==> src/rtl/msf_frame_encoder.sv <==
// MSF transmit encoder: serialises a staged BCD time/date into the 60 s, 100 ms-slot keying pattern.
// Optional: define MSF_BST_EN to add bst_i (B58) and bst_warn_i (B53).
module msf_frame_encoder #(
    parameter int unsigned CLKS_PER_SLOT = 1000
) (
    input  logic       clk_i,
    input  logic       rst_i,
    input  logic       enable_i,
    input  logic       load_i,
    input  logic [3:0] year_h_i,
    input  logic [3:0] year_l_i,
    input  logic       month_h_i,
    input  logic [3:0] month_l_i,
    input  logic [1:0] day_h_i,
    input  logic [3:0] day_l_i,
    input  logic [2:0] dow_i,
    input  logic [1:0] hour_h_i,
    input  logic [3:0] hour_l_i,
    input  logic [2:0] minute_h_i,
    input  logic [3:0] minute_l_i,
`ifdef MSF_BST_EN
    input  logic       bst_i,
    input  logic       bst_warn_i,
`endif
    output logic       msf_o,
    output logic       second_tick_o,
    output logic       frame_start_o,
    output logic       pending_o
);

    localparam int unsigned CW = (CLKS_PER_SLOT > 1) ? $clog2(CLKS_PER_SLOT) : 1;
    localparam logic [CW-1:0] CNT_MAX = CW'(CLKS_PER_SLOT - 1);
`ifdef MSF_BST_EN
    localparam int unsigned FW = 37;
`else
    localparam int unsigned FW = 35;
`endif

    typedef enum logic {IDLE, RUN} state_t;

    state_t        state_q, state_d;
    logic [CW-1:0] cnt_q, cnt_d;
    logic [3:0]    slot_q, slot_d;
    logic [5:0]    sec_q, sec_d;
    logic [FW-1:0] staging_q, staging_d;
    logic [FW-1:0] shadow_q, shadow_d;
    logic          pending_q, pending_d;
    logic          msf_q, msf_d;
    logic          tick_q, tick_d;
    logic          fstart_q, fstart_d;
    logic [FW-1:0] fields_in;
    logic          bst_s, warn_s;

    // Field vector MSB is A17, bit 0 is A51; BST flags sit above it.
`ifdef MSF_BST_EN
    assign fields_in = {bst_warn_i, bst_i, year_h_i, year_l_i, month_h_i, month_l_i, day_h_i,
                        day_l_i, dow_i, hour_h_i, hour_l_i, minute_h_i, minute_l_i};
    assign bst_s  = shadow_q[35];
    assign warn_s = shadow_q[36];
`else
    assign fields_in = {year_h_i, year_l_i, month_h_i, month_l_i, day_h_i,
                        day_l_i, dow_i, hour_h_i, hour_l_i, minute_h_i, minute_l_i};
    assign bst_s  = 1'b0;
    assign warn_s = 1'b0;
`endif

    function automatic logic a_bit(input logic [5:0] s, input logic [34:0] f);
        logic [5:0] idx;
        idx = 6'd51 - s;
        if (s >= 6'd17 && s <= 6'd51) return f[idx];
        return (s >= 6'd53 && s <= 6'd58);
    endfunction

    function automatic logic b_bit(input logic [5:0] s, input logic [34:0] f,
                                   input logic warn, input logic bst);
        case (s)
            6'd53:   return warn;
            6'd54:   return ~^f[34:27];
            6'd55:   return ~^f[26:16];
            6'd56:   return ~^f[15:13];
            6'd57:   return ~^f[12:0];
            6'd58:   return bst;
            default: return 1'b0;
        endcase
    endfunction

    function automatic logic slot_level(input logic [5:0] s, input logic [3:0] sl,
                                        input logic [34:0] f, input logic warn, input logic bst);
        if (s == 6'd0) return (sl < 4'd5);
        case (sl)
            4'd0:    return 1'b1;
            4'd1:    return a_bit(s, f);
            4'd2:    return b_bit(s, f, warn, bst);
            default: return 1'b0;
        endcase
    endfunction

    always_comb begin
        state_d   = state_q;
        cnt_d     = cnt_q;
        slot_d    = slot_q;
        sec_d     = sec_q;
        staging_d = staging_q;
        shadow_d  = shadow_q;
        pending_d = pending_q;
        msf_d     = msf_q;
        tick_d    = 1'b0;
        fstart_d  = 1'b0;

        case (state_q)
            IDLE: begin
                cnt_d  = '0;
                slot_d = '0;
                sec_d  = '0;
                msf_d  = 1'b0;
                if (enable_i) begin
                    state_d  = RUN;
                    tick_d   = 1'b1;
                    fstart_d = 1'b1;
                    msf_d    = 1'b1;
                    if (pending_q) shadow_d = staging_q;
                    pending_d = 1'b0;
                end
            end
            RUN: begin
                if (!enable_i) begin
                    state_d = IDLE;
                    cnt_d   = '0;
                    slot_d  = '0;
                    sec_d   = '0;
                    msf_d   = 1'b0;
                end else begin
                    if (cnt_q == CNT_MAX) begin
                        cnt_d  = '0;
                        tick_d = (slot_q == 4'd9);
                        if (slot_q == 4'd9) begin
                            slot_d = '0;
                            sec_d  = (sec_q == 6'd59) ? 6'd0 : sec_q + 6'd1;
                        end else begin
                            slot_d = slot_q + 4'd1;
                        end
                    end else begin
                        cnt_d = cnt_q + 1'b1;
                    end
                    if (cnt_q == CNT_MAX && slot_q == 4'd9 && sec_q == 6'd59) begin
                        fstart_d = 1'b1;
                        if (pending_q) shadow_d = staging_q;
                        pending_d = 1'b0;
                    end
                    msf_d = slot_level(sec_d, slot_d, shadow_q[34:0], warn_s, bst_s);
                end
            end
            default: state_d = IDLE;
        endcase

        // A load during the boundary cycle goes straight into the frame being sent.
        if (load_i) begin
            staging_d = fields_in;
            if (fstart_q) begin
                shadow_d  = fields_in;
                pending_d = 1'b0;
            end else begin
                pending_d = 1'b1;
            end
        end
    end

    always_ff @(posedge clk_i) begin
        if (rst_i) begin
            state_q   <= IDLE;
            cnt_q     <= '0;
            slot_q    <= '0;
            sec_q     <= '0;
            staging_q <= '0;
            shadow_q  <= '0;
            pending_q <= 1'b0;
            msf_q     <= 1'b0;
            tick_q    <= 1'b0;
            fstart_q  <= 1'b0;
        end else begin
            state_q   <= state_d;
            cnt_q     <= cnt_d;
            slot_q    <= slot_d;
            sec_q     <= sec_d;
            staging_q <= staging_d;
            shadow_q  <= shadow_d;
            pending_q <= pending_d;
            msf_q     <= msf_d;
            tick_q    <= tick_d;
            fstart_q  <= fstart_d;
        end
    end

    assign msf_o         = msf_q;
    assign second_tick_o = tick_q;
    assign frame_start_o = fstart_q;
    assign pending_o     = pending_q;

endmodule

==> config.mk <==
export PLATFORM = sky130hd
export DESIGN_NAME = msf_frame_encoder
export DESIGN_NICKNAME = d
export VERILOG_FILES = /design/src/rtl/msf_frame_encoder.sv
export SDC_FILE = /design/constraint.sdc
export NUM_CORES = 1
export LEC_CHECK = 0
export BUFFER_PORTS_ARGS = -buffer_cell sky130_fd_sc_hd__buf_4
export CAP_MARGIN = 40
export CORE_MARGIN = 2
export CORE_UTILIZATION = 40
export DETAILED_ROUTE_END_ITERATION = 6
export GPL_TIMING_DRIVEN = 0
export PLACE_DENSITY = 0.55
export SYNTH_ARGS = -nofsm -noshare
export SYNTH_HDL_FRONTEND = slang
export SYNTH_SLANG_ARGS = --single-unit
==> constraint.sdc <==
create_clock -name clk_i -period 3.8 [get_ports clk_i]
set_input_delay 0.19 -clock clk_i [delete_from_list [all_inputs] [get_ports clk_i]]
set_output_delay 0.19 -clock clk_i [all_outputs]
set_load 0.05 [all_outputs]
-- After elaboration in Yosys (flattened, before gate mapping)
Index checks and enable logic that the tools add are counted.
Widths: inputs -> output; s select.
- output and inout bits: 4
- register bits: 95
- input port bits: 39
- equal/unequal tests: 12
- order comparisons: 6
- mux-type cells: 54
- bitwise gates (word level): 1
- reduce and logical (&&, ||, !) cells: 11
- add/sub/neg operators: 4
- operators with widths (operator ; number):
    $mux 35 ; 6
    $pmux 35 s2 ; 1
    $mux 6 ; 6
    $eq 6x6->1 const B ; 5
    $mux 1 ; 24
    $mux 10 ; 2
    $mux 4 ; 5
    $pmux 10 s2 ; 1
    $reduce_xnor 13->1 ; 1
    $le 6x6->1 const B ; 2
    $pmux 6 s2 ; 1
    $reduce_xnor 11->1 ; 1
    $add 10x1->10 const B ; 1
    $eq 10x10->1 const B ; 1
    $pmux 1 s2 ; 4
    $pmux 4 s2 ; 1
    $reduce_xnor 8->1 ; 1
    $lt 6x7->1 const B ; 1
    $add 6x1->6 const B ; 1
    $bmux 1 s6 ; 1
    $ge 6x5->1 const B ; 1
    $ge 6x6->1 const B ; 1
    $logic_not 6->1 ; 1
    $ne 3x3->1 const B ; 2
    other kinds (14) ; 17

-- Longest topological paths before layout
Gate-level depths: netlist of the first run.
- depth in word-level cells: 18
- gate-level depth with buffers: 12

-- Worst setup path before layout of the first run
No wires, ideal clock.
- kind: register -> register
- start point: register cnt_q[0]
- end point: register msf_q (netlist: msf_o)
- path buffers: 1
- stages on the path, launching flop included: 11
- data required time: 3.713 ns
- data arrival time: 2.577 ns
- clock period less this slack: 2.664 ns
- setup slack: 1.136 ns
- cell sequence: dfxtp_1 > ha_1 > nand3b_1 > nor4_1 > buf_2 > mux2i_1 > and2_1 > o21ai_0 > a2111oi_0 > o21ai_0 > o31ai_1
- word-level cells in the longest chain between the ends: 16
- elaborated cells between the ends (all ways): 41
- RTL lines (what ; RTL line ; RTL):
    start: declaration ; 42 ; logic [CW-1:0] cnt_q, cnt_d;
    start signal: assignment ; 182 ; cnt_q <= cnt_d;
    $eq 10x10->1 * ; 133 ; if (cnt_q == CNT_MAX) begin
    parallel branches: the longest is 12 deep, another holds $sub 6x6->6 ; - ;
    $mux 1 * ; 90 ; case (sl)
    $mux 1 * ; 126 ; if (!enable_i) begin
    $pmux 1 s2 * ; 110 ; case (state_q)
    end signal: assignment ; 188 ; msf_q <= msf_d;
    end: declaration ; 48 ; logic msf_q, msf_d;
Every way passes the cells marked *. The select of a mux whose other input is x is not followed.
A chain may end at the register's enable or synchronous reset.

-- Worst setup path in the final report of the first run
Ends and elaborated chain as after synthesis.

==> results.yml, run 1 <==
run_status:
  outcome: "finished clean"
clock_network:
  clock_sink_count: 95
  clkSlewWorstSetupHoldPaths_ns: 0.06
  resized_gates_after_cts: 0
  cts_buffers: 9
  worstSkewPairLatency_ns: 0.35
  cts.htree.levels: 3
  cts_buffer_depth: 2
  tritoncts_clock_tree: "done"
  clockRootBuffer: "clkbuf_16"
  cts_post_setup_buffers_inserted: 0
  holdBufCountCts: 0
power_and_ir_drop:
  p_comb_frac: 0.108
  post-layout-total-power_mw: 2.30
  power.net_switching_uw: 532
  p_int_mw: 1.77
  cellPowerDensity_nw_per_um2: 407
  seq_power_share: 0.467
  power.share.switching: 0.231
  static_leakage_nw: 2.47
  power.ir.vdd_worst_mv: 0.234
  clockPowerShare: 0.424
global_route:
  first_global_vias: 3695
  grt_pass1_wl_um: 18800
  gr-total-overflow: 0
  grt_use_total: 0.184
  grt_antenna_before_repair: 0
  grt_max_degree: 15
logic_synthesis:
  post_synth.cell_area_avg_sq_um: 9.27
  synthArstFlopShare: 0
  synth_edf_count: 0
  yosys_register_bits: 95
  yosysSeqAreaShare: 0.393
  netlist_instances: 522
  ys_flop_type: "dfxtp_1"
  synth.cell_area_sq_um: 4840
  post_synth_num_cell_types: 53
  netlist_top_cells_count: "dfxtp_1 (95), nor2_1 (89), mux2i_1 (83), a211oi_1 (36), xnor2_1 (24)"
  netlist.area_leader.share: 0.393
  synthesized_nets: 565
  synth_area_leaders: "dfxtp_1 (39%), mux2i_1 (17%), nor2_1 (6.9%), a211oi_1 (5.6%), xnor2_1 (4.3%)"
  yosysWarningCount: 0
  cell_accounting_for_the_most_synthesized_area: "dfxtp_1"
  synth.most_common_cell: "dfxtp_1"
placement:
  pre_cts_ws_ns: 0.500
  routabilityCongestion: 0.905
  placedInstanceArea_sq_um: 5340
  io_buffers: 40
  dp_hpwl_um: 8410
floorplanning:
  floorplan.die.height_um: 114
  design.die.area_sq_um: 13000
  io-pin-count: 43
  rows: 40
  start_util: 0.406
  placeableCoreArea_sq_um: 11900
  die_width_um: 114
route:
  detail_route.wirelength_um: 11500
  detail-route-antenna-nets: 0
  detail_route.first_pass.iterations: 4
  drt_iter0_markers: 191
  met3WireLength_um: 501
  routedLengthMet1_um: 5470
  route.detailed.wl_per_inst_um: 15.8
  route.vias.total: 3876
  met2_wirelength_um: 5260
  drc: 0
  vias_per_cell: 5.33
  routed.top_layer: "met4"
setup_path:
  crit_chain: "ha_1 > nand3b_1 > nor4_1 > buf_2 > mux2i_1 > buf_4 > a221oi_1 > o21ai_1 > nand3_1 > and4b_1 > o31ai_1"
  timing.critical_path.slowest_cell_delay_ns: 0.48
  crit_fanout: 10
  cp_slowest_cell: "mux2i_1"
  critical_path_source_type: "flop"
  worst_ep_required_time_ns: 4.00
  timing.setup.critical_path_class: "flop to flop"
  worst_ep_arrival_time_ns: 3.51
  cp-end-kind: "flop"
min_path:
  worst_hold_path_type: "input pin to flop"
sta:
  slew_headroom: 0.414
  fin_setup_tns_ns: 0
  final_min_period_over_clock_period: 0.872
  finalCriticalPeriod_ns: 3.31
  report.final.hold_viol_count: 0
  final_max_slew_viol_count: 0
  rsz0062_at_grt: "no"
  worstMarginPinSlew_ns: 0.879
  worst_slack_ns: 0.488
  max_freq_mhz: 302
  timing.final.setup_violations: 0
  worst_clock_skew_ns: 0.00490
final_layout:
  num-nets-final: 618
  nFillCells: 1178
  final_area_sq_um: 5670
  final_core_utilization: 0.476
  area.growth.synth_to_final_pct: 17.1
  final_layout_size_suffix_gt1_frac: 0.129
  antenna_cells: 0
run:
  count_of_maximum_capacitance_violations: 0
==> power groups by stage <==
stage,Combinational (mW),Sequential [mW],Clock (mW)
after floorplan,0.169,1.10,0
after global placement,0.246,1.10,0
after detailed placement,0.249,1.10,0
after CTS,0.251,1.08,1.00
after global routing,0.273,1.08,1.04
final,0.249,1.08,0.978
==> cells by family (layout without fill, tap and decap cells) <==
logic type | after synthesis | in the layout | synth area share
compound gates | 97 | 97 | 0.141
buf+inv | 38 | 96 | 0.0359
simple gates | 165 | 165 | 0.162
flops | 95 | 95 | 0.393
mux | 86 | 86 | 0.179
xor+xnor | 37 | 37 | 0.0784
fa+ha+maj | 4 | 4 | 0.0103
==> stage by stage <==
step | instances | hold WS, ns
global placement | 709 | 0.437
global route | 727 | 0.0858
detailed placement | 711 | 0.446
finish | 727 | 0.0881
CTS | 727 | 0.0758
floorplan | 522 | 0.337
==> registers in the layout, summed over array words and instances, names as in the netlist <==
register       cells
cnt_q             10
frame_start_o      1
msf_o              1
pending_o          1
sec_q              6
second_tick_o      1
shadow_q          35
slot_q             4
staging_q         35
state_q            1
==> cell usage in the layout (no fill, tap or decap), types with 14 or more instances in the layout <==
cell and instances:
xnor2_1 24, a211oi_1 36, o21ai_0 14, dfxtp_1 95, nor2_1 89, mux2i_1 83, buf_4 42, nand2_1 18
clkbuf_1 23
==> critical path, delay by kind of cell, from the launching register on <==
family                   cells  cell delay, ns
multiplexers                 1            0.48
AND/OR/NAND/NOR              4            0.89
flip-flops                   1            0.38
AO/OA/AOI/OAI                3            0.61
adder cells (fa/ha/maj)      1            0.24
buffers and inverters        2            0.54
==> cell type report <==
cell class / count / area [sq um] / area share
repair buffers: 42 / 315 / 0.0556
inverters: 5 / 21.3 / 0.00375
plain buffers: 33 / 153 / 0.0269
flip-flops and latches: 95 / 1900 / 0.336
clock buffers: 14 / 294 / 0.0519
clock inverters: 2 / 35.0 / 0.00618
multi-input cells: 389 / 2760 / 0.488
well taps: 147 / 184 / 0.0325
==> final timing paths <==
| kind | start | end | slack, ns | depth (start not counted) |
|---|---|---|---|---|
| hold / removal | dow_i[0] | staging_q[13] | 0.09 | 3 |
| setup / recovery | cnt_q[0] | msf_o | 0.49 | 11 |
| hold reg to reg | cnt_q[0] | cnt_q[0] | 0.47 | 1 |
| setup reg to reg | cnt_q[0] | msf_o | 0.49 | 11 |
==> layer usage <==
layer | vias to the layer above | global-route usage
met5 | - | 0
met4 | 0 | 0.0772
met2 | 70 | 0.292
met3 | 13 | 0.0351
met1 | 1820 | 0.247
li1 | 1973 | -
Power figures use the tool's default switching activity.
==> inputs of run 2 (changes only) <==
--- a/config.mk
+++ b/config.mk
@@ -11,6 +11,7 @@
 export CORE_UTILIZATION = 40
 export DETAILED_ROUTE_END_ITERATION = 6
 export GPL_TIMING_DRIVEN = 0
+export MAX_ROUTING_LAYER = met4
 export PLACE_DENSITY = 0.55
 export SYNTH_ARGS = -nofsm -noshare
 export SYNTH_HDL_FRONTEND = slang
==> constraint.sdc (replaced) <==
create_clock -name clk_i -period 3.8 [get_ports clk_i]
set_input_delay 0.57 -clock clk_i [delete_from_list [all_inputs] [get_ports clk_i]]
set_output_delay 0.57 -clock clk_i [all_outputs]
set_load 0.05 [all_outputs]
==> results.yml, run 2 (synthesis gave the netlist of run 1 again) <==
clock_network:
  holdBufCountCts: 0
  clkSlewWorstSetupHoldPaths_ns: 0.07
  clock_sink_count: 95
  resized_gates_after_cts: 0
  tritoncts_clock_tree: "done"
  cts.htree.levels: 3
  cts_post_setup_buffers_inserted: 0
  cts_buffers: 9
  worstSkewPairLatency_ns: 0.35
  clockRootBuffer: "clkbuf_16"
  cts_buffer_depth: 2
route:
  vias_per_cell: 5.39
  met2_wirelength_um: 5270
  detail_route.first_pass.iterations: 5
  routed.top_layer: "met4"
  drc: 0
  route.detailed.wl_per_inst_um: 15.8
  detail_route.wirelength_um: 11500
  drt_iter0_markers: 174
  met3WireLength_um: 471
  routedLengthMet1_um: 5550
  route.vias.total: 3918
  detail-route-antenna-nets: 0
final_layout:
  mostFrequentLayoutCells: "dfxtp_1 (95), nor2_1 (89), mux2i_1 (83)"
  final_layout_size_suffix_gt1_frac: 0.129
  area.growth.synth_to_final_pct: 17.1
  num-nets-final: 618
  antenna_cells: 0
  biggestRegsByFlops: "shadow_q: 35 flops, staging_q: 35 flops, cnt_q: 10 flops"
  final_core_utilization: 0.476
  leading_cell_type_in_the_layout_fill_and_taps_excluded: "dfxtp_1"
global_route:
  grt_use_total: 0.190
  grt_max_degree: 15
  first_global_vias: 3694
  grt_pass1_wl_um: 18800
  gr-total-overflow: 0
  grt_antenna_before_repair: 0
sta:
  slew_headroom: 0.409
  worst_slack_ns: 0.522
  final_max_slew_viol_count: 0
  fin_setup_tns_ns: 0
  worst_clock_skew_ns: 0.00567
  report.final.hold_viol_count: 0
  finalCriticalPeriod_ns: 3.28
  timing.final.setup_violations: 0
  finalHoldWorstSlack_ns: 0.465
  rsz0062_at_grt: "no"
  max_freq_mhz: 305
  final_min_period_over_clock_period: 0.863
  worstMarginPinSlew_ns: 0.887
setup_path:
  worst_ep_required_time_ns: 4.02
  critical_path_source_type: "flop"
  critical-path-top-cell-by-count: "o21ai_0"
  timing.critical_path.slowest_cell_delay_ns: 0.48
  cp_slowest_cell: "mux2i_1"
  cell_family_with_the_largest_share_of_critical_path_delay: "simple AND/OR/NAND/NOR gates"
  worst_ep_arrival_time_ns: 3.50
  timing.setup.critical_path_class: "flop to flop"
  crit_fanout: 10
  critPathBufInv: 2
  cp-end-kind: "flop"
  crit_chain: "ha_1 > nand3b_1 > nor4_1 > buf_2 > mux2i_1 > buf_4 > and2_1 > o21ai_0 > a2111oi_0 > o21ai_0 > o31ai_1"
floorplanning:
  io-pin-count: 43
  start_util: 0.406
  rows: 40
  floorplan.die.height_um: 114
  placeableCoreArea_sq_um: 11900
  die_width_um: 114
  design.die.area_sq_um: 13000
run:
  count_of_maximum_capacitance_violations: 0
run_status:
  outcome: "finished clean"
power_and_ir_drop:
  cellPowerDensity_nw_per_um2: 407
  power.ir.vdd_worst_mv: 0.235
  post-layout-total-power_mw: 2.31
  static_leakage_nw: 2.47
min_path:
  worst_hold_path_type: "input pin to flop"
placement:
  routabilityCongestion: 0.920
  dp_hpwl_um: 8410
  pre_cts_ws_ns: 0.500
  io_buffers: 40
run 2: final timing paths:
check / slack, ns / endpoint / cells after the start / start
hold reg to reg: 0.47 / cnt_q[0] / 1 / cnt_q[0]
hold / removal: 0.46 / staging_q[13] / 3 / dow_i[0]
setup / recovery: 0.52 / msf_o / 11 / cnt_q[0]
setup reg to reg: 0.52 / msf_o / 11 / cnt_q[0]
run 2: area by class of cell:
type,count,area (sq um)
repair buffers,42,315
clock buffers,14,294
clock inverters,2,35.0
multi-input cells,389,2760
well taps,147,184
flip-flops and latches,95,1900
fillers,1178,6240
inverters,5,21.3
plain buffers,33,153
run 2: stage by stage:
step / cell area (sq um) / std cells
floorplan: 4840 / 522
CTS: 5670 / 727
detailed placement: 5340 / 711
global placement: 5320 / 709
global route: 5670 / 727
finish: 5670 / 727
run 2: per-layer routing:
metal	GRT usage	vias up
met1	0.248	1860
met5	-	-
li1	-	1974
met2	0.291	68
met4	0.0772	0
met3	0.0367	16
run 2: tightest hold or removal path, cell delays in order:
cell and delay (ns):
buf_4 0.08, mux2i_1 0.05, nor2_1 0.07
run 2: power breakdown:
| part | internal (mW) | leakage, nW | total (mW) | switching [mW] |
|---|---|---|---|---|
| combinational | 0.131 | 1.53 | 0.249 | 0.118 |
| sequential | 1.04 | 0.778 | 1.08 | 0.0349 |
| clock | 0.599 | 0.165 | 0.982 | 0.383 |
==> inputs of run 3 (changes only) <==
--- a/config.mk
+++ b/config.mk
@@ -13,6 +13,7 @@
 export GPL_TIMING_DRIVEN = 0
 export MAX_ROUTING_LAYER = met4
 export PLACE_DENSITY = 0.55
+export SLEW_MARGIN = 20
 export SYNTH_ARGS = -nofsm -noshare
 export SYNTH_HDL_FRONTEND = slang
 export SYNTH_SLANG_ARGS = --single-unit
==> constraint.sdc (replaced) <==
create_clock -name clk_i -period 3.8 [get_ports clk_i]
set_input_delay 0.57 -clock clk_i [delete_from_list [all_inputs] [get_ports clk_i]]
set_output_delay 0.57 -clock clk_i [all_outputs]
set_load 0.02 [all_outputs]
==> results.yml, run 3 (synthesis gave the netlist of run 1 again) <==
sta:
  timing.final.setup_violations: 0
  max_freq_mhz: 302
  final_min_period_over_clock_period: 0.871
  finalCriticalPeriod_ns: 3.31
  worst_clock_skew_ns: 0.00521
  fin_setup_tns_ns: 0
  report.final.hold_viol_count: 0
  slew_headroom: 0.486
  worst_slack_ns: 0.490
  rsz0062_at_grt: "no"
  worstMarginPinSlew_ns: 0.770
  final_max_slew_viol_count: 0
final_layout:
  area.growth.synth_to_final_pct: 17.4
  biggestRegsByFlops: "shadow_q: 35 flops, staging_q: 35 flops, cnt_q: 10 flops"
  mostFrequentLayoutCells: "dfxtp_1 (95), nor2_1 (89), mux2i_1 (83)"
  final_core_utilization: 0.477
  leading_cell_type_in_the_layout_fill_and_taps_excluded: "dfxtp_1"
  antenna_cells: 0
  final_layout_size_suffix_gt1_frac: 0.131
  num-nets-final: 619
  final_area_sq_um: 5680
run_status:
  outcome: "finished clean"
run:
  count_of_maximum_capacitance_violations: 0
global_route:
  grt_max_degree: 15
  grt_antenna_before_repair: 0
  grt_pass1_wl_um: 18800
  gr-total-overflow: 0
  first_global_vias: 3694
  grt_use_total: 0.190
clock_network:
  cts_post_setup_buffers_inserted: 0
  cts.htree.levels: 3
  tritoncts_clock_tree: "done"
  cts_buffer_depth: 2
  holdBufCountCts: 0
  cts_buffers: 9
  clkSlewWorstSetupHoldPaths_ns: 0.06
  clock_sink_count: 95
  clockRootBuffer: "clkbuf_16"
  resized_gates_after_cts: 0
  worstSkewPairLatency_ns: 0.35
setup_path:
  timing.setup.critical_path_class: "flop to flop"
  worst_ep_required_time_ns: 4.02
  crit_fanout: 10
  cp-end-kind: "flop"
  worst_ep_arrival_time_ns: 3.53
  critical_path_source_type: "flop"
placement:
  pre_cts_ws_ns: 0.500
  io_buffers: 40
  dp_hpwl_um: 8410
  placedInstanceArea_sq_um: 5340
  routabilityCongestion: 0.920
route:
  route.vias.total: 3888
  detail-route-antenna-nets: 0
  route.detailed.wl_per_inst_um: 15.9
  drc: 0
  detail_route.first_pass.iterations: 4
  detail_route.wirelength_um: 11600
  vias_per_cell: 5.34
  drt_iter0_markers: 153
floorplanning:
  floorplan.die.height_um: 114
  placeableCoreArea_sq_um: 11900
  die_width_um: 114
  rows: 40
  design.die.area_sq_um: 13000
  io-pin-count: 43
  start_util: 0.406
power_and_ir_drop:
  static_leakage_nw: 2.48
  post-layout-total-power_mw: 2.30
  cellPowerDensity_nw_per_um2: 406
  power.ir.vdd_worst_mv: 0.234
min_path:
  worst_hold_path_type: "input pin to flop"
[run 3: cell count changes in the layout (fill, tap and decap cells not counted), sizes merged]
cell	change
buf	+1
[run 3: worst max-delay path, cell delays in order (launching register included)]
cell	delay, ns
dfxtp_1	0.38
ha_1	0.24
nand3b_1	0.18
nor4_1	0.44
buf_2	0.30
mux2i_1	0.49
buf_4	0.25
and2_1	0.13
o21ai_0	0.09
a2111oi_0	0.38
o21ai_0	0.15
o31ai_1	0.14
[run 3: where the power goes]
group / internal (mW) / switching (mW) / leakage (nW) / total, mW
Combinational: 0.132 / 0.113 / 1.54 / 0.245
Sequential: 1.04 / 0.0349 / 0.778 / 1.08
Clock: 0.599 / 0.384 / 0.165 / 0.983
Total: 1.77 / 0.531 / 2.48 / 2.30
[run 3: path summary, 6_finish.rpt]
check               from             to  slack (ns)  cells after the start
max             cnt_q[0]          msf_o        0.49                     11
min          hour_h_i[1]  staging_q[12]        0.46                      3
max reg2reg     cnt_q[0]          msf_o        0.49                     11
min reg2reg     cnt_q[0]       cnt_q[0]        0.47                      1
[run 3: area by class of cell]
class / instances / area [sq um]
clock inverters: 2 / 35.0
clock buffers: 14 / 294
plain buffers: 33 / 153
multi-input cells: 389 / 2760
well taps: 147 / 184
inverters: 5 / 21.3
repair buffers: 43 / 327
fillers: 1178 / 6230
flip-flops and latches: 95 / 1900
[run 3: per-layer routing]
| metal | GRT usage | part of all wire | vias to the layer above |
|---|---|---|---|
| met5 | - | 0 | - |
| met4 | 0.0772 | 0.019 | 0 |
| met3 | 0.0367 | 0.039 | 14 |
| met2 | 0.291 | 0.46 | 68 |
| met1 | 0.248 | 0.48 | 1830 |
| li1 | - | - | 1976 |
[run 3: per-stage QoR]
step,hold slack (ns),std cells
4_1_cts,0.456,727
2_1_floorplan,0.430,522
3_5_place_dp,0.456,711
5_1_grt,0.465,728
6_report,0.463,728
3_3_place_gp,0.445,709
